`config.mk`:
```
export PLATFORM = sky130hd
export DESIGN_NAME = counter_mod
export DESIGN_NICKNAME = d
export VERILOG_FILES = /design/src/rtl/counter_pkg.sv /design/src/rtl/counter_mod.sv
export SDC_FILE = /design/constraint.sdc
export NUM_CORES = 1
export LEC_CHECK = 0
export BUFFER_PORTS_ARGS = -buffer_cell sky130_fd_sc_hd__buf_2
export CORE_MARGIN = 2
export CORE_UTILIZATION = 55
export CTS_CLUSTER_DIAMETER = 80
export DETAILED_ROUTE_END_ITERATION = 10
export MAX_ROUTING_LAYER = met4
export PLACE_DENSITY = 0.94
export SLEW_MARGIN = 15
export SYNTH_ARGS = -nofsm -noshare
export SYNTH_HDL_FRONTEND = slang
export SYNTH_SLANG_ARGS = --single-unit
```
`constraint.sdc`:
```
create_clock -name clk_i -period 4.2 [get_ports clk_i]
set_input_delay 0.63 -clock clk_i [delete_from_list [all_inputs] [get_ports clk_i]]
set_output_delay 0.63 -clock clk_i [all_outputs]
set_load 0.03 [all_outputs]
```
`src/rtl/counter_pkg.sv`:
```
// Shared opcode encodings for counter_mod and any FSM that drives it.
// Codes 110 and 111 are spare and behave as HOLD.
package counter_pkg;

  localparam logic [2:0] OPC_CLR  = 3'b000;
  localparam logic [2:0] OPC_HOLD = 3'b001;
  localparam logic [2:0] OPC_UP   = 3'b010;
  localparam logic [2:0] OPC_DOWN = 3'b011;
  localparam logic [2:0] OPC_LOAD = 3'b100;
  localparam logic [2:0] OPC_CLRF = 3'b101;

endpackage

```
`src/rtl/counter_mod.sv`:
```
// Bounded up/down counter over [0, max_i] with wrap or saturate mode.
// Boundary hits give a one-cycle evt_o pulse and set the sticky ovf_o.
module counter_mod
  import counter_pkg::*;
#(
  parameter int Width = 6,
  parameter bit Wrap  = 1'b1
) (
  input  logic             clk_i,
  input  logic             rst_i,
  input  logic [2:0]       opc_i,
  input  logic [Width-1:0] max_i,
  input  logic [Width-1:0] load_i,
  output logic [Width-1:0] cnt_o,
  output logic             tc_o,
  output logic             zero_o,
  output logic             evt_o,
  output logic             ovf_o
);

  localparam logic [Width-1:0] One  = 1;
  localparam logic [Width-1:0] Zero = '0;

  logic [Width-1:0] cnt_q;
  logic [Width-1:0] cnt_d;
  logic             evt_q;
  logic             evt_d;
  logic             ovf_q;
  logic             ovf_d;

  always_comb begin
    cnt_d = cnt_q;
    evt_d = 1'b0;
    ovf_d = ovf_q;
    unique case (opc_i)
      OPC_CLR: begin
        cnt_d = Zero;
        ovf_d = 1'b0;
      end
      OPC_UP: begin
        if (cnt_q < max_i) begin
          cnt_d = cnt_q + One;
        end else begin
          evt_d = 1'b1;
          cnt_d = Wrap ? Zero : max_i;
        end
      end
      OPC_DOWN: begin
        // A count left above a lowered bound is pulled back quietly.
        if (cnt_q > max_i) begin
          cnt_d = max_i;
        end else if (cnt_q == Zero) begin
          evt_d = 1'b1;
          cnt_d = Wrap ? max_i : Zero;
        end else begin
          cnt_d = cnt_q - One;
        end
      end
      OPC_LOAD: begin
        cnt_d = (load_i < max_i) ? load_i : max_i;
      end
      OPC_CLRF: begin
        ovf_d = 1'b0;
      end
      default: begin
        cnt_d = cnt_q;
      end
    endcase
    if (evt_d) begin
      ovf_d = 1'b1;
    end
  end

  always_ff @(posedge clk_i or posedge rst_i) begin
    if (rst_i) begin
      cnt_q <= Zero;
      evt_q <= 1'b0;
      ovf_q <= 1'b0;
    end else begin
      cnt_q <= cnt_d;
      evt_q <= evt_d;
      ovf_q <= ovf_d;
    end
  end

  assign cnt_o  = cnt_q;
  assign evt_o  = evt_q;
  assign ovf_o  = ovf_q;
  assign tc_o   = (cnt_q == max_i);
  assign zero_o = (cnt_q == Zero);

endmodule
```
# --- Word-level counts from Yosys, hierarchy flattened ---
# Cells that the tools add are included.
op_classes:
  add_sub_neg: 2
  reduce_logical: 5
  n_lt_le_gt_ge: 3
  n_eq_ne: 5
  muxes: 11
ops:
  columns: ["operator", "n"]
  rows:
  - ["$mux W6", 4]
  - ["$pmux W6 S4", 1]
  - ["$lt A6 B6 Y1", 2]
  - ["$add A6 B1 Y6 const B", 1]
  - ["$eq A3 B2 Y1 const B", 2]
  - ["$eq A3 B3 Y1 const B", 2]
  - ["$eq A6 B6 Y1", 1]
  - ["$gt A6 B6 Y1", 1]
  - ["$logic_not A6 Y1", 1]
  - ["$sub A6 B1 Y6 const B", 1]
  - ["$mux W1", 5]
  - ["$reduce_bool A4 Y1", 1]
  - ["$logic_not A3 Y1", 1]
  - ["$pmux W1 S2", 1]
  - ["$reduce_bool A2 Y1", 1]
  - ["$reduce_or A2 Y1", 1]
word_totals:
  output_inout_bits: 10
  word_cells: 29
  reg_bits: 8
  in_bits: 17

# --- Logic depth before layout (Yosys ltp) ---
logic_depth:
  word_depth: 5
  ltp_mapped: 9
  ltp_nobuf: 9

# --- Worst setup path before layout ---
# OpenSTA, ideal clock, no wires.
synth_timing:
  kind: "register to register"
  startpoint: "register cnt_q[4] (netlist: cnt_o[4])"
  endpoint: "register cnt_q[3] (netlist: cnt_o[3])"
  path_stages_with_launch: 9
  synth_period_minus_slack_ns: 2.413
  t_arrival_ns: 2.281
  setup_time_ns: 0.132
  path_buffers: 0
  slack_ns: 1.787
  path_cell_list: "dfrtp_1 -> ha_1 -> and4_1 -> nand3_1 -> inv_1 -> a31oi_1 -> nor3b_1 -> a222oi_1 -> nand3_1"
synth_between:
  elab_chain_len: 4
  elab_cells_between_ends: 7
  cone_classes: "order compare: 2; mux: 4; reduce/logical: 1"
synth_lines:
  columns: ["element", "line", "text"]
  rows:
  - ["start, declared", "counter_mod.sv:24", "logic [Width-1:0] cnt_q;"]
  - ["start signal, assigned", "counter_mod.sv:76", "cnt_q <= Zero;"]
  - ["start signal, assigned", "counter_mod.sv:80", "cnt_q <= cnt_d;"]
  - ["parallel branches: the longest is 3 deep, another holds $gt A6 B6 Y1", null, null]
  - ["$pmux W6 S4 *", "counter_mod.sv:35", "unique case (opc_i)"]
# Every way passes the cells marked *.
# A chain may end at the register's enable or synchronous reset.

# --- Worst setup path after layout ---
layout_timing:
  startpoint: "register cnt_q[0] (netlist: cnt_o[0])"
  endpoint: "output zero_o"
layout_between:
  elab_chain_len: 1
layout_lines:
  columns: ["element", "line", "text"]
  rows:
  - ["$logic_not A6 Y1", "counter_mod.sv:90", "assign zero_o = (cnt_q == Zero);"]
  - ["end, declared", "counter_mod.sv:16", "output logic zero_o,"]
# Every way passes these cells.

==> run_summary.xml <==
<?xml version="1.0" encoding="UTF-8"?>
<metrics>
  <group name="synthesis">
    <metric name="number_of_enable_flip_flop_cells_after_synthesis" unit="">0</metric>
    <metric name="syn_inst" unit="">117</metric>
    <metric name="netlist_area" unit="sq um">983</metric>
    <metric name="yosysSeqAreaShare" unit="%">20.4</metric>
    <metric name="yosys_warnings" unit="">0</metric>
    <metric name="synth.largest_area_cell" unit="">dfrtp_1</metric>
    <metric name="top_area_cells_in_the_synthesized_netlist" unit="">dfrtp_1 20%, ha_1 17%, nand2_1 5.7%</metric>
    <metric name="asyncSetResetFlopFracSynth" unit="%">100</metric>
    <metric name="synthDominantCellAreaShare" unit="%">20.4</metric>
    <metric name="yosysUniqueCellTypes" unit="">36</metric>
    <metric name="postSynthNetCount" unit="">147</metric>
    <metric name="synth.ff_latch_count" unit="">8</metric>
    <metric name="synthesis.area_per_instance" unit="sq um">8.41</metric>
    <metric name="postSynth.topFlopCell" unit="">dfrtp_1</metric>
  </group>
  <group name="worst_hold_path">
    <metric name="min_path_type" unit="">primary input to asynchronous set/reset pin</metric>
  </group>
  <group name="floorplan">
    <metric name="initial_utilization" unit="%">57.6</metric>
    <metric name="die-width" unit="um">46.3</metric>
    <metric name="die_area" unit="sq um">2140</metric>
    <metric name="core.rowCount" unit="">15</metric>
    <metric name="pin_count" unit="">27</metric>
    <metric name="core_area" unit="sq um">1710</metric>
    <metric name="die_h" unit="um">46.3</metric>
  </group>
  <group name="cts">
    <metric name="cts.path.max_buffers" unit="">2</metric>
    <metric name="clk_transition_reported_paths" unit="ns">0.07</metric>
    <metric name="cts_hold_buf" unit="">0</metric>
    <metric name="clock_tree_from_tritoncts" unit="">yes</metric>
    <metric name="cts_repair_resize_count" unit="">0</metric>
    <metric name="cts.repair_timing.setup_buffer_count" unit="">0</metric>
    <metric name="clock_tree.root_cell" unit="">clkbuf_4</metric>
    <metric name="insertion_delay_of_the_later_clocked_pin_in_the_worst_skew_pair" unit="ns">0.26</metric>
    <metric name="htreeDepth" unit="">1</metric>
    <metric name="cts_num_sinks" unit="">8</metric>
    <metric name="tritoncts.num_buffers" unit="">3</metric>
  </group>
  <group name="critical_path">
    <metric name="worstPathMaxFanout" unit="">7</metric>
    <metric name="setup.worst_path.start_class" unit="">flip-flop</metric>
    <metric name="ff2ff_path_depth" unit="">8</metric>
    <metric name="cp.required" unit="ns">3.57</metric>
    <metric name="timing.setup.critical_path_class" unit="">flip-flop to primary output</metric>
    <metric name="wp_data_arrival" unit="ns">1.95</metric>
    <metric name="worst_setup_path_end_kind" unit="">primary output</metric>
  </group>
  <group name="placement">
    <metric name="gp_routability_congestion" unit="">0.870</metric>
    <metric name="dp_hpwl" unit="um">2060</metric>
    <metric name="buffer_ports.inserted" unit="">26</metric>
  </group>
  <group name="final_layout">
    <metric name="syn_to_final_growth" unit="%">17.6</metric>
    <metric name="layout.core_utilization" unit="%">67.7</metric>
    <metric name="n_antenna_cell" unit="">0</metric>
    <metric name="layout.nets" unit="">177</metric>
    <metric name="fraction_of_final_layout_cells_with_drive_strength_greater_than_1" unit="%">25.5</metric>
    <metric name="fillcell_total" unit="">145</metric>
  </group>
  <group name="job">
    <metric name="max_cap_violations" unit="">0</metric>
  </group>
  <group name="detailed_routing">
    <metric name="maxUsedRoutingLayer" unit="">met4</metric>
    <metric name="routed-wl-met2" unit="um">1350</metric>
    <metric name="drt_drc" unit="">0</metric>
    <metric name="routed-wl-met3" unit="um">269</metric>
    <metric name="routed_wl" unit="um">2730</metric>
    <metric name="dr.first_iter.drc_count" unit="">49</metric>
    <metric name="met1Wirelength" unit="um">1070</metric>
    <metric name="vias_per_cell" unit="">6.21</metric>
    <metric name="routed-via-count" unit="">1056</metric>
    <metric name="routed_wire_length_per_instance" unit="um">16.0</metric>
    <metric name="drt_pre_antenna_iters" unit="">4</metric>
    <metric name="ant_nets_after_route" unit="">0</metric>
  </group>
  <group name="pwr">
    <metric name="pwr_density_cell" unit="nW/um^2">441</metric>
    <metric name="power.ir.vdd_worst" unit="mV">0.267</metric>
    <metric name="p_leak" unit="nW">0.587</metric>
    <metric name="totalPowerFinal" unit="uW">510</metric>
  </group>
  <group name="timing">
    <metric name="worstMarginPinSlew" unit="ns">0.904</metric>
    <metric name="unrepaired_setup_endpoints_after_global_routing" unit="">false</metric>
    <metric name="final-max-slew-violation-count" unit="">0</metric>
    <metric name="period_minus_slack" unit="ns">2.58</metric>
    <metric name="timing.final.crit_share" unit="%">61.4</metric>
    <metric name="max_freq" unit="MHz">388</metric>
    <metric name="headroom_to_the_max_slew_limit" unit="%">39.6</metric>
    <metric name="final_hold_viol_count" unit="">0</metric>
    <metric name="final.setup.tns" unit="ns">0</metric>
    <metric name="finalSetupViolations" unit="">0</metric>
    <metric name="timing.clock.skew" unit="ns">0.0138</metric>
  </group>
  <group name="global_routing">
    <metric name="antenna_found_initial" unit="">0</metric>
    <metric name="grt_first_pass_wirelength" unit="um">4330</metric>
    <metric name="groute.usage.overall" unit="%">30.0</metric>
    <metric name="first_global_vias" unit="">1000</metric>
    <metric name="maximum_number_of_pins_on_one_net_before_global_route_repair" unit="">10</metric>
    <metric name="gr-total-overflow" unit="">0</metric>
  </group>
  <group name="outcome">
    <metric name="run_status" unit="">complete, no violations</metric>
  </group>
</metrics>
kinds of logic (layout without fill, tap and decap cells):
family / Yosys count / in the layout / share of synthesized area (%)
and+or+nand+nor: 48 / 48 / 27.2
AOI/OAI and AO/OA: 25 / 25 / 19.8
adders and majority gates: 13 / 13 / 16.5
buffers and inverters: 12 / 40 / 5.34
DFF: 8 / 8 / 20.4
xor gates and xnor gates: 7 / 7 / 6.23
muxes: 4 / 4 / 4.45
layout by cell type (no fill, tap or decap), types with 4 or more instances in the layout:
cell type / synthesis / routed
inv_1: 11 / 11
nand2_1: 15 / 15
o21ai_1: 4 / 4
o21ai_0: 4 / 4
ha_1: 13 / 13
dfrtp_1: 8 / 8
nand3_1: 10 / 10
xor2_1: 4 / 4
buf_2: 0 / 26
a21oi_1: 4 / 4
per-stage QoR:
step	area, sq um	instances	setup slack, ns	hold WS [ns]
floorplan	983	117	1.79	0.446
global placement	1130	167	1.54	0.494
detailed placement	1130	167	1.49	0.492
CTS	1160	170	1.65	0.320
global route	1160	170	1.53	0.340
finish	1160	170	1.62	0.317
worst paths after layout:
path	start	endpoint	slack [ns]
setup reg to reg	cnt_o[4]	cnt_o[3]	1.67
setup / recovery	cnt_o[0]	zero_o	1.62
max in group asynchronous	rst_i	ovf_o	3.61
hold / removal	rst_i	cnt_o[5]	0.32
min in group clk_i	ovf_o	ovf_o	0.52
hold reg to reg	ovf_o	ovf_o	0.52
flip-flops by register name, indices dropped and copies added (netlist names):
name and count:
ovf_o 1, cnt_o 6, evt_o 1
worst max-delay path, stage by stage (launching register included):
cell and delay, ns:
dfrtp_1 0.45, inv_1 0.13, ha_1 0.18, or3b_4 0.42, nor3_4 0.26, buf_2 0.26
layout make-up:
cell class | instances | area, sq um | share of cell area [%]
Sequential cell | 8 | 200 | 17.3
Timing Repair Buffer | 26 | 130 | 11.3
Multi-Input combinational cell | 97 | 731 | 63.2
Tap cell | 25 | 31.3 | 2.71
Inverter | 11 | 41.3 | 3.57
Clock buffer | 3 | 22.5 | 1.95
routing by layer:
metal | GRT usage [%] | up-vias
li1 | - | 491
met1 | 36.3 | 487
met2 | 48.1 | 74
met3 | 6.27 | 4
met4 | 12.0 | 0
met5 | - | -
cells in the mapped netlist, types with 2 or more instances:
| cell type | n |
|---|---|
| nor2_1 | 3 |
| inv_1 | 11 |
| ha_1 | 13 |
| a21oi_1 | 4 |
| nor3_1 | 2 |
| o211ai_1 | 2 |
| dfrtp_1 | 8 |
| o21ai_1 | 4 |
| mux2_2 | 3 |
| nor3b_1 | 3 |
| o21ai_0 | 4 |
| o2111ai_1 | 3 |
| and3_1 | 3 |
| a21o_1 | 2 |
| xnor2_1 | 3 |
| nand3_1 | 10 |
| nand2_1 | 15 |
| xor2_1 | 4 |
| nor2b_1 | 3 |
power by group:
part           total, mW  leakage, nW  switching, mW  internal, mW
clock network     0.0628       0.0138         0.0299        0.0329
logic              0.301        0.470          0.180         0.121
registers          0.146        0.104         0.0483        0.0978
total              0.510        0.587          0.258         0.252
(Power assumes the default switching activity.)
